<file path="config.mk">
export PLATFORM = sky130hd
export DESIGN_NAME = stage_buffer_flat
export DESIGN_NICKNAME = d
export VERILOG_FILES = /design/src/rtl/stage_buffer_pkg.sv /design/src/rtl/stage_buffer_if.sv /design/src/rtl/stage_data_reg.sv /design/src/rtl/stage_buffer.sv /design/src/flat_wrapper.sv
export SDC_FILE = /design/constraint.sdc
export NUM_CORES = 1
export LEC_CHECK = 0
export CAP_MARGIN = 10
export CORE_ASPECT_RATIO = 1.4
export CORE_MARGIN = 2
export CORE_UTILIZATION = 49
export DETAILED_ROUTE_END_ITERATION = 10
export PLACE_DENSITY = 0.78
export SLEW_MARGIN = 25
export SYNTH_ARGS = -nofsm -noshare
export SYNTH_HDL_FRONTEND = slang
export SYNTH_SLANG_ARGS = --single-unit
</file>
<file path="constraint.sdc">
create_clock -name clk -period 2.69 [get_ports clk]
set_input_delay 0.807 -clock clk [delete_from_list [all_inputs] [get_ports clk]]
set_output_delay 0.807 -clock clk [all_outputs]
set_load 0.03 [all_outputs]
</file>
<file path="src/rtl/stage_buffer_pkg.sv">
// stage_buffer_pkg: shared types for the stage buffer.
//   STATE_W  width of the control-state encoding
//   state_t  EMPTY (nothing held), ONE (main valid), FULL (main + skid valid)
package stage_buffer_pkg;

    localparam int STATE_W = 2;

    typedef enum logic [STATE_W-1:0] {
        EMPTY = 2'd0,
        ONE   = 2'd1,
        FULL  = 2'd2
    } state_t;

endpackage

</file>
<file path="src/rtl/stage_buffer_if.sv">
// stage_buffer_if: valid/ready handshake bundle around one pipeline stage.
//   in_valid/in_ready/D    upstream side (producer -> stage)
//   out_valid/out_ready/Q  downstream side (stage -> consumer)
//   slave  : view taken by the stage itself
//   master : view taken by the environment driving both sides
interface stage_buffer_if #(
    parameter int W = 16
);
    logic         in_valid;
    logic         in_ready;
    logic [W-1:0] D;
    logic         out_valid;
    logic         out_ready;
    logic [W-1:0] Q;

    modport slave (
        input  in_valid, D, out_ready,
        output in_ready, out_valid, Q
    );

    modport master (
        output in_valid, D, out_ready,
        input  in_ready, out_valid, Q
    );
endinterface

</file>
<file path="src/rtl/stage_data_reg.sv">
// stage_data_reg: W-bit data register.
//   clk, rst  clock, async active-high reset (loads RST)
//   clr       synchronous clear to RST, wins over en
//   en        load d
//   d, q      data in / registered data out
module stage_data_reg #(
    parameter int           W   = 16,
    parameter logic [W-1:0] RST = '0
) (
    input  logic         clk,
    input  logic         rst,
    input  logic         en,
    input  logic         clr,
    input  logic [W-1:0] d,
    output logic [W-1:0] q
);

    always_ff @(posedge clk or posedge rst) begin
        if (rst)      q <= RST;
        else if (clr) q <= RST;
        else if (en)  q <= d;
    end

endmodule

</file>
<file path="src/rtl/stage_buffer.sv">
// stage_buffer: one valid/ready pipeline stage, optionally a two-entry skid
// buffer so in_ready comes straight from a flop.
//   clk, rst     clock, async active-high reset
//   flush        synchronous discard of all held entries
//   bus          stage_buffer_if.slave handshake (D in, Q out)
//   stall_count  saturating count of cycles with out_valid & ~out_ready
module stage_buffer
    import stage_buffer_pkg::*;
#(
    parameter int           W    = 16,
    parameter logic [W-1:0] RST  = '0,
    parameter bit           SKID = 1'b1,
    parameter int           CW   = 8
) (
    input  logic          clk,
    input  logic          rst,
    input  logic          flush,
    stage_buffer_if.slave bus,
    output logic [CW-1:0] stall_count
);

    state_t       state, state_nx;
    logic         out_valid_r, in_ready_r;
    logic         in_fire, out_fire;
    logic         main_en, main_clr, main_from_skid;
    logic         skid_en, skid_clr;
    logic [W-1:0] main_q, skid_q;

    assign bus.out_valid = out_valid_r;
    // main is cleared to RST whenever it empties, so Q reads RST when idle
    assign bus.Q         = main_q;
    assign in_fire       = bus.in_valid & bus.in_ready;
    assign out_fire      = out_valid_r & bus.out_ready;

    generate
        if (SKID) begin : g_skid_ready
            assign bus.in_ready = in_ready_r;
        end else begin : g_pass_ready
            // single entry: can refill in the same cycle the entry drains
            assign bus.in_ready = ~out_valid_r | bus.out_ready;
        end
    endgenerate

    // Transition decode; flush overrides any transfer in the same cycle.
    always_comb begin
        state_nx       = state;
        main_en        = 1'b0;
        main_clr       = 1'b0;
        main_from_skid = 1'b0;
        skid_en        = 1'b0;
        skid_clr       = 1'b0;
        if (flush) begin
            state_nx = EMPTY;
            main_clr = 1'b1;
            skid_clr = 1'b1;
        end else begin
            case (state)
                EMPTY: if (in_fire) begin
                    state_nx = ONE;
                    main_en  = 1'b1;
                end
                ONE: begin
                    if (in_fire && out_fire) begin
                        main_en = 1'b1;
                    end else if (in_fire && SKID) begin
                        state_nx = FULL;
                        skid_en  = 1'b1;
                    end else if (out_fire) begin
                        state_nx = EMPTY;
                        main_clr = 1'b1;
                    end
                end
                FULL: if (out_fire) begin
                    state_nx       = ONE;
                    main_en        = 1'b1;
                    main_from_skid = 1'b1;
                    skid_clr       = 1'b1;
                end
                default: state_nx = EMPTY;
            endcase
        end
    end

    // Handshake outputs are registered from the next state.
    always_ff @(posedge clk or posedge rst) begin
        if (rst) begin
            state       <= EMPTY;
            out_valid_r <= 1'b0;
            in_ready_r  <= 1'b1;
            stall_count <= '0;
        end else begin
            state       <= state_nx;
            out_valid_r <= (state_nx != EMPTY);
            in_ready_r  <= (state_nx != FULL);
            if (out_valid_r && !bus.out_ready && stall_count != '1)
                stall_count <= stall_count + 1'b1;
        end
    end

    stage_data_reg #(.W(W), .RST(RST)) u_main (
        .clk (clk),
        .rst (rst),
        .en  (main_en),
        .clr (main_clr),
        .d   (main_from_skid ? skid_q : bus.D),
        .q   (main_q)
    );

    generate
        if (SKID) begin : g_skid_reg
            stage_data_reg #(.W(W), .RST(RST)) u_skid (
                .clk (clk),
                .rst (rst),
                .en  (skid_en),
                .clr (skid_clr),
                .d   (bus.D),
                .q   (skid_q)
            );
        end else begin : g_no_skid
            assign skid_q = RST;
        end
    endgenerate

endmodule

</file>
<file path="src/flat_wrapper.sv">
// flat-port wrapper written by rule: the top's interface ports become plain ports
module stage_buffer_flat import stage_buffer_pkg::*;
#(
    parameter int           W    = 16,
    parameter logic [W-1:0] RST  = '0,
    parameter bit           SKID = 1'b1,
    parameter int           CW   = 8
)
  (clk, rst, flush, stall_count, bus_in_valid, bus_D, bus_out_ready, bus_in_ready, bus_out_valid, bus_Q);
  stage_buffer_if #(.W(W)) bus_i ();
  input  logic clk;
  input  logic rst;
  input  logic flush;
  output logic [CW-1:0] stall_count;
  input wire logic [$bits(bus_i.in_valid)-1:0] bus_in_valid;
  input wire logic [$bits(bus_i.D)-1:0] bus_D;
  input wire logic [$bits(bus_i.out_ready)-1:0] bus_out_ready;
  output wire logic [$bits(bus_i.in_ready)-1:0] bus_in_ready;
  output wire logic [$bits(bus_i.out_valid)-1:0] bus_out_valid;
  output wire logic [$bits(bus_i.Q)-1:0] bus_Q;
  assign bus_i.in_valid = bus_in_valid;
  assign bus_i.D = bus_D;
  assign bus_i.out_ready = bus_out_ready;
  assign bus_in_ready = bus_i.in_ready;
  assign bus_out_valid = bus_i.out_valid;
  assign bus_Q = bus_i.Q;
  stage_buffer #(.W(W), .RST(RST), .SKID(SKID), .CW(CW)) u_core (.clk(clk), .rst(rst), .flush(flush), .bus(bus_i), .stall_count(stall_count));
endmodule
</file>
# After elaboration in Yosys (flattened, before gate mapping)
# Cells that the tools add are included.
word_totals:
  register_bits: 44
  in_bits: 21
  word_cells: 48
classes:
  addsub: 1
  eq_ne: 4
  muxes: 27
  bitwise_logic: 2
  reduce_logical: 8
op_table:
  columns: ["cell", "n"]
  rows:
  - ["2-to-1 mux 16 bit", 5]
  - ["2-to-1 mux 1 bit", 14]
  - ["2-to-1 mux 2 bit", 6]
  - ["adder 8 x 1 -> 8 bit (second input constant)", 1]
  - ["inequality test 8 bit (second input constant)", 1]
  - ["case mux 2 bit (3 select lines)", 1]
  - ["nonzero test 2 bit", 3]
  - ["logical AND 1 bit", 3]
  - ["case mux 1 bit (3 select lines)", 1]
  - ["AND 1 bit", 2]
  - ["== test 2 x 1 -> 1 bit (second input constant)", 1]
  - ["== test 2 bit (second input constant)", 1]
  - ["logical NOT 2 bit", 1]
  - ["inequality test 2 bit (second input constant)", 1]
  - ["logical NOT 1 bit", 1]

# Longest topological paths before layout
# Gate-level depths: netlist (run 1).
logic_depth:
  depth_word: 7
  ltp_mapped: 6
  mapped_depth_nobuf: 5

# Hierarchy
# From an unflattened synthesis (run 1), not the netlist that was laid out.
unflattened:
  cells_unflattened: 188
  hier_area_um2: 2217.1
modules_own_cells:
  columns: ["module", "instances", "cells_each", "area_per_inst_um2"]
  rows:
  - ["stage_data_reg", 2, 53, 664.4]
  - ["stage_buffer", 1, 82, 888.4]

# Least setup slack after synthesis (run 1)
# Ideal clock, no wire load.
synth_path:
  kind: "input to register"
  start: "input port flush"
  end: "register u_core.u_main.q[0]"
  arrival_time_ns: 1.746
  setup_slack_ns: 0.825
  cell_stages: 6
  path_buffers: 3
  path_cell_list: "buf_2 nor3_2 buf_4 buf_8 mux2i_1 o2bb2ai_2"
synth_between:
  elab_chain_cells: 4
  elab_cells_between_ends: 7
  classes_between: "6 x mux; 1 x reduce/logical"
synth_rtl:
  columns: ["element", "line_no", "text"]
  rows:
  - ["start: declaration", "flat_wrapper.sv:13", "input logic flush;"]
  - ["2-to-1 mux 1 bit", "stage_buffer.sv:52", "if (flush) begin"]
  - ["2-to-1 mux 16 bit", "stage_buffer.sv:105", ".d (main_from_skid ? skid_q : bus.D),"]
  - ["2-to-1 mux 16 bit", "stage_data_reg.sv:21", "else if (en) q <= d;"]
  - ["2-to-1 mux 16 bit", "stage_data_reg.sv:20", "else if (clr) q <= RST;"]
  - ["end signal: assignment", "stage_data_reg.sv:19", "if (rst) q <= RST;"]
  - ["end signal: assignment", "stage_data_reg.sv:20", null]
  - ["end signal: assignment", "stage_data_reg.sv:21", null]
  - ["end: declaration", "stage_data_reg.sv:15", "output logic [W-1:0] q"]
# Several ways; a longest one is shown, not always the timed one. The select of a mux whose other input is x is not followed.
# A chain may end at the register's enable or synchronous reset.

# Worst setup path after layout (run 1)
layout_path:
  start: "input port bus_out_ready"
  end: "register u_core.u_main.q[4]"
layout_between:
  elab_chain_cells: 7
  elab_cells_between_ends: 16
  classes_between: "13 x mux; 1 x bitwise; 2 x reduce/logical"
layout_rtl:
  columns: ["element", "line_no", "text"]
  rows:
  - ["start: declaration", "flat_wrapper.sv:17", "input wire logic [$bits(bus_i.out_ready)-1:0] bus_out_ready;"]
  - ["AND 1 bit *", "stage_buffer.sv:33", "assign out_fire = out_valid_r & bus.out_ready;"]
  - ["2-to-1 mux 1 bit", "stage_buffer.sv:68, stage_buffer.sv:73", null]
  - ["2-to-1 mux 1 bit, on equally long branches", "stage_buffer.sv:57, stage_buffer.sv:65", null]
  - ["2-to-1 mux 1 bit, on equally long branches", "stage_buffer.sv:52, stage_buffer.sv:63", null]
  - ["2-to-1 mux 16 bit / 2-to-1 mux 1 bit (equally long branches)", "stage_buffer.sv:105, stage_buffer.sv:57", null]
  - ["2-to-1 mux 16 bit / 2-to-1 mux 1 bit (equally long branches)", "stage_data_reg.sv:21, stage_buffer.sv:52", null]
  - ["2-to-1 mux 16 bit / nonzero test 2 bit (equally long branches)", null, null]
# Mark *: on every way between the ends. The rest lies on a longest branch, timed or not. The select of a mux whose other input is x is not followed.

==> results of run 1 <==
report_power, final:
| part | switching (uW) | total (uW) | leakage [uW] | internal [uW] |
|---|---|---|---|---|
| registers | 97.9 | 847 | 0.000590 | 750 |
| clock network | 217 | 426 | 0.0000445 | 209 |
| logic | 311 | 556 | 0.000475 | 244 |
registers in the layout, summed over array words and instances (netlist names):
name and cells:
u_core.bus.out_valid 1, u_core.g_skid_reg.u_skid.q 16, u_core.stall_count 8, u_core.state 2, u_core.u_main.q 16, u_core.bus.in_ready 1
cell usage in the layout (no fill, tap or decap):
cell type / n
a21boi_1: 1
a21oi_1: 1
a21oi_2: 1
a221o_1: 1
a22o_1: 16
buf_12: 2
buf_4: 1
clkbuf_1: 1
clkbuf_8: 6
clkdlybuf4s50_1: 46
clkinv_1: 1
clkinvlp_4: 1
dfrtp_1: 43
dfstp_2: 1
ha_1: 1
inv_1: 2
mux2_2: 1
mux2i_1: 16
nand2_1: 3
nand2_2: 1
nand2b_1: 1
nand2b_4: 1
nand3_1: 4
nand4_1: 1
nand4b_4: 1
nor2_1: 3
nor2_2: 1
nor2b_1: 1
nor3_1: 6
nor3_4: 3
nor3b_4: 1
o21ai_2: 1
o21bai_2: 1
o2bb2ai_1: 6
o2bb2ai_2: 10
or2_1: 1
or3_1: 1
xnor2_1: 1
xor2_1: 7
per-layer routing:
metal,vias up,global-route usage,share of wire
li1,648,-,-
met1,708,0.2765,0.41
met2,32,0.3494,0.53
met3,5,0.04670,0.041
met4,0,0.1070,0.017
met5,-,0,0
synth_stat cells (all sizes together) (2+ instances only):
library cell / count
mux2i: 16
nand2b: 2
o2bb2ai: 16
a21oi: 2
nand2: 4
nor3: 9
dfrtp: 43
inv: 3
xor2: 7
buf: 7
a22o: 16
nand3: 4
nor2: 4
worst max-delay path, stage by stage:
cell             delay (ns)
clkdlybuf4s50_1        0.52
a21boi_1               0.28
nor3_1                 0.09
o21bai_2               0.73
o2bb2ai_1              0.17
final cells by class:
cell class	count	area, sq um
inverters	3	11.26
well taps	43	53.80
flip-flops and latches	44	1102
repair buffers	49	508.0
fillers	308	1314
clock buffers	7	86.33
multi-input cells	93	869.6
clock inverters	1	7.507
stage by stage:
stage	power [uW]	area, sq um
after floorplan	1187	2039
after global placement	1398	2539
after detailed placement	1416	2539
after CTS	1850	2633
after global routing	1927	2639
final	1829	2639
path summary, 6_finish.rpt:
| kind | from | endpoint | slack [ns] | cells past startpoint |
|---|---|---|---|---|
| worst min-delay path | u_core.u_main.q[2] | u_core.u_main.q[2] | 0.50 | 1 |
| worst max register to register | u_core.state[0] | u_core.u_main.q[4] | 0.82 | 4 |
| worst min register to register | u_core.u_main.q[2] | u_core.u_main.q[2] | 0.50 | 1 |
| min in group asynchronous | rst | u_core.stall_count[0] | 0.77 | 2 |
| max in group asynchronous | rst | u_core.u_main.q[4] | 1.43 | 3 |
| worst max-delay path | bus_out_ready | u_core.u_main.q[4] | 0.24 | 5 |
kinds of logic after synthesis:
| group | count (synthesis) | share of synthesized area |
|---|---|---|
| AND/OR/NAND/NOR | 29 | 0.1025 |
| XOR/XNOR | 8 | 0.03436 |
| adder cells (fa/ha/maj) | 1 | 0.006134 |
| flip-flops | 44 | 0.5405 |
| AO/OA/AOI/OAI | 38 | 0.1932 |
| buffers and inverters | 10 | 0.03926 |
| multiplexers | 17 | 0.08405 |
==> results.ini, run 1 <==
[run]
maxCapViolCount=0

[cts]
clockBufferDepth=2
cts_setup_buffers=0
root_buffer=clkbuf_8
numCtsBuffers=5
cts.sinks=44
postCtsHoldBufs=0
insertion_delay_ns=0.30
h-tree-depth=2
cts-resized-gates=0
cts.reportedPaths.clkPinSlew_ns=0.07
cts_tree=built

[timing]
setup_violations=0
fin_skew_ns=0.007022
fin_ws_ns=0.2372
final-hold-violation-count=0
max_slew.worst_pin.slew_ns=0.9405
fin_hold_ws_ns=0.5035
finalCritPeriodShare=0.9118
drv_slew=0
finalCriticalPeriod_ns=2.453
rsz0062_at_grt=no
max_freq_mhz=407.7
fin_tns_setup_ns=0
slew_headroom=0.3726

[setup_path]
path_class=in2reg
cp-start-kind=input pin
cp.arrival_ns=2.60
required_ns=2.83
crit_path_max_fanout=16
end_kind=register

[floorplanning]
die_w_um=58.53
die-height_um=80.34
io_pins=47
num_rows=27
start_util=0.5160
die_area_sq_um=4702
core-area_sq_um=3953

[global_route]
grt_max_degree=33
grt_pass1_wl_mm=7.624
antenna_found_initial=0
grt.total_usage=0.2184
grt_pass1_vias=1544
grt_overflow=0

[worst_hold_path]
holdCritPathClass=reg2reg

[synth]
syn_inst=147
synth_area_leaders=dfrtp_1, mux2i_1, o2bb2ai_2, a22o_1, xor2_1
synth_top_area_frac=0.5276
yosys_warnings=0
ys.flop_type=dfrtp_1
ys_seq_area_frac=0.5405
synthesis.area_sq_um=2039
synth-seq-cells=44
syn_avg_cell_area_sq_um=13.87
async_reset_ff_frac=1.000
synth_edf_count=0
syn_nets=169
yosys.area.top_type=dfrtp_1
yosysUniqueCellTypes=37

[placed_design]
port_buffers=46
dp_hpwl_mm=3.040
gp_congestion=0.9549
dp_slack_ns=-0.08057
dp_cells=232

[drt]
drc=0
num_vias=1393
avgRoutedWirePerCell_um=18.10
ant_nets=0
first_pass_iters=4
routed_wl_mm=4.344
drt_first_iter_violations=44
vias_per_cell=5.804

[pwr]
irDropWorstVdd_uv=796.7
powerDensity_nw_per_um2=693.0
power_leakage_uw=0.001110

[layout]
layout-drive-gt1-share=0.1675
num-nets-final=218
utilization=0.6676
n_antenna_cell=0
synthToLayoutAreaGrowth_pct=29.39
fin_cells=240

[run_status]
status=complete, no violations

No activity file was read; power rests on OpenSTA's default activity.
==> run 2: changes to the inputs <==
Settings changed: CORE_MARGIN 2 to unset.
==> run 2 against run 1 <==
Compared with the run above: global-route usage shrank 0.22 points; largest cell class unchanged; critical path depth unchanged; critical path type unchanged; clock skew is 0.0034 ns higher; maximum frequency up 3.0%; sequential power barely moved; total power increased by 4.2%; via count up 1.6%; setup slack better by 0.071 ns.
==> results.ini, run 2 (synthesis gave the netlist of run 1 again) <==
[floorplanning]
die_area_sq_um=4428
start_util=0.5160
io_pins=47
die-height_um=78.34
num_rows=27
core-area_sq_um=3953
die_w_um=56.53

[timing]
drv_slew=0
max_freq_mhz=419.9
fin_skew_ns=0.01046
slew_headroom=0.3853
fin_hold_ws_ns=0.4956
finalCritPeriodShare=0.8853
finalCriticalPeriod_ns=2.381
max_slew.worst_pin.slew_ns=0.9215
rsz0062_at_grt=no
setup_violations=0
final-hold-violation-count=0

[cts]
numCtsBuffers=5
cts_setup_buffers=0
root_buffer=clkbuf_8
h-tree-depth=2
cts_tree=built
cts.sinks=44
insertion_delay_ns=0.30
cts.reportedPaths.clkPinSlew_ns=0.08
cts-resized-gates=0
clockBufferDepth=2
postCtsHoldBufs=0

[drt]
vias_per_cell=5.871
num_vias=1415
routed_wl_mm=4.347
first_pass_iters=4
drc=0
ant_nets=0
drt_first_iter_violations=46
avgRoutedWirePerCell_um=18.04

[setup_path]
end_kind=register
cp.arrival_ns=2.53
path_class=in2reg
cp-start-kind=input pin
critPathLaunch=bus_out_ready
r2r_start=u_core.state[0]
crit_path_max_fanout=16
required_ns=2.84

[pwr]
powerDensity_nw_per_um2=720.1
irDropWorstVdd_uv=654.9
total_power_uw=1906
power_leakage_uw=0.001121

[global_route]
grt_max_degree=25
antenna_found_initial=0
grt_pass1_wl_mm=7.431
grt_overflow=0
grt.total_usage=0.2162
grt_pass1_vias=1563

[run_status]
status=complete, no violations

[layout]
layout_commonest_cell=clkdlybuf4s50_1
final_area_sq_um=2646
synthToLayoutAreaGrowth_pct=29.75
num-nets-final=219
largestRegisters=u_core.g_skid_reg.u_skid.q: 16 flops, u_core.u_main.q: 16 flops, u_core.stall_count: 8 flops
layout-drive-gt1-share=0.1667
layout_common_cells=clkdlybuf4s50_1, dfrtp_1, mux2i_1, a22o_1, o2bb2ai_2
n_antenna_cell=0

[worst_hold_path]
holdCritPathClass=reg2reg
worstHoldStart=u_core.u_main.q[7]

[placed_design]
gp_congestion=0.7731
dp_hpwl_mm=3.102
placed_area_sq_um=2540
port_buffers=46

[run]
maxCapViolCount=0

-- run 2: where the power goes --
group / internal [uW] / switching (uW)
Sequential: 750 / 97.8
Combinational: 246 / 311
Clock: 278 / 224
Total: 1270 / 632
-- run 2: stage by stage --
step	setup TNS [ns]	worst slack [ns]	util	cells
after floorplan	0	0.8246	-	147
after global routing	0	0.1906	0.6695	241
final	0	0.3086	0.6695	241
after detailed placement	-0.03241	-0.02564	0.6426	233
after CTS	0	0.2808	0.6695	241
after global placement	-0.08692	-0.01618	0.6410	233
-- run 2: path summary, 6_finish.rpt --
| check | endpoint | slack, ns | cells past startpoint |
|---|---|---|---|
| setup / recovery | u_core.u_main.q[5] | 0.31 | 5 |
| hold reg to reg | u_core.u_main.q[7] | 0.50 | 1 |
| max in group asynchronous | u_core.bus.in_ready | 1.22 | 3 |
| min in group asynchronous | u_core.g_skid_reg.u_skid.q[13] | 0.87 | 2 |
| setup reg to reg | u_core.u_main.q[5] | 0.85 | 4 |
| hold / removal | u_core.u_main.q[7] | 0.50 | 1 |
-- run 2: final cells by class --
class,count,area [sq um]
clock buffers,7,76.32
inverters,3,11.26
flip-flops and latches,44,1102
fillers,299,1306
multi-input cells,93,869.6
clock inverters,1,30.03
repair buffers,50,503.0
well taps,43,53.80
-- run 2: worst max-delay path, stage by stage --
cell	delay, ns
clkdlybuf4s50_1	0.50
a21boi_1	0.26
nor3_1	0.09
o21bai_2	0.72
o2bb2ai_1	0.16
-- run 2: per-layer routing --
metal | part of all wire | wire, um | GRT usage
met1 | 0.42 | 1838 | 0.2735
met2 | 0.51 | 2212 | 0.3541
met3 | 0.046 | 198 | 0.05107
met4 | 0.022 | 97 | 0.08780
met5 | 0 | 0 | 0
==> run 3: changes to the inputs <==
--- a/constraint.sdc
+++ b/constraint.sdc
@@ -3,2 +3,2 @@
 set_output_delay 0.807 -clock clk [all_outputs]
-set_load 0.03 [all_outputs]
+set_load 0.01 [all_outputs]
==> results of run 3 <==
Same layout as run 2 (identical final DEF). Status: complete, no violations.
Main changes from that run: total power 1906 uW -> 1799 uW; worst IR drop on VDD 654.9 uV -> 654.2 uV
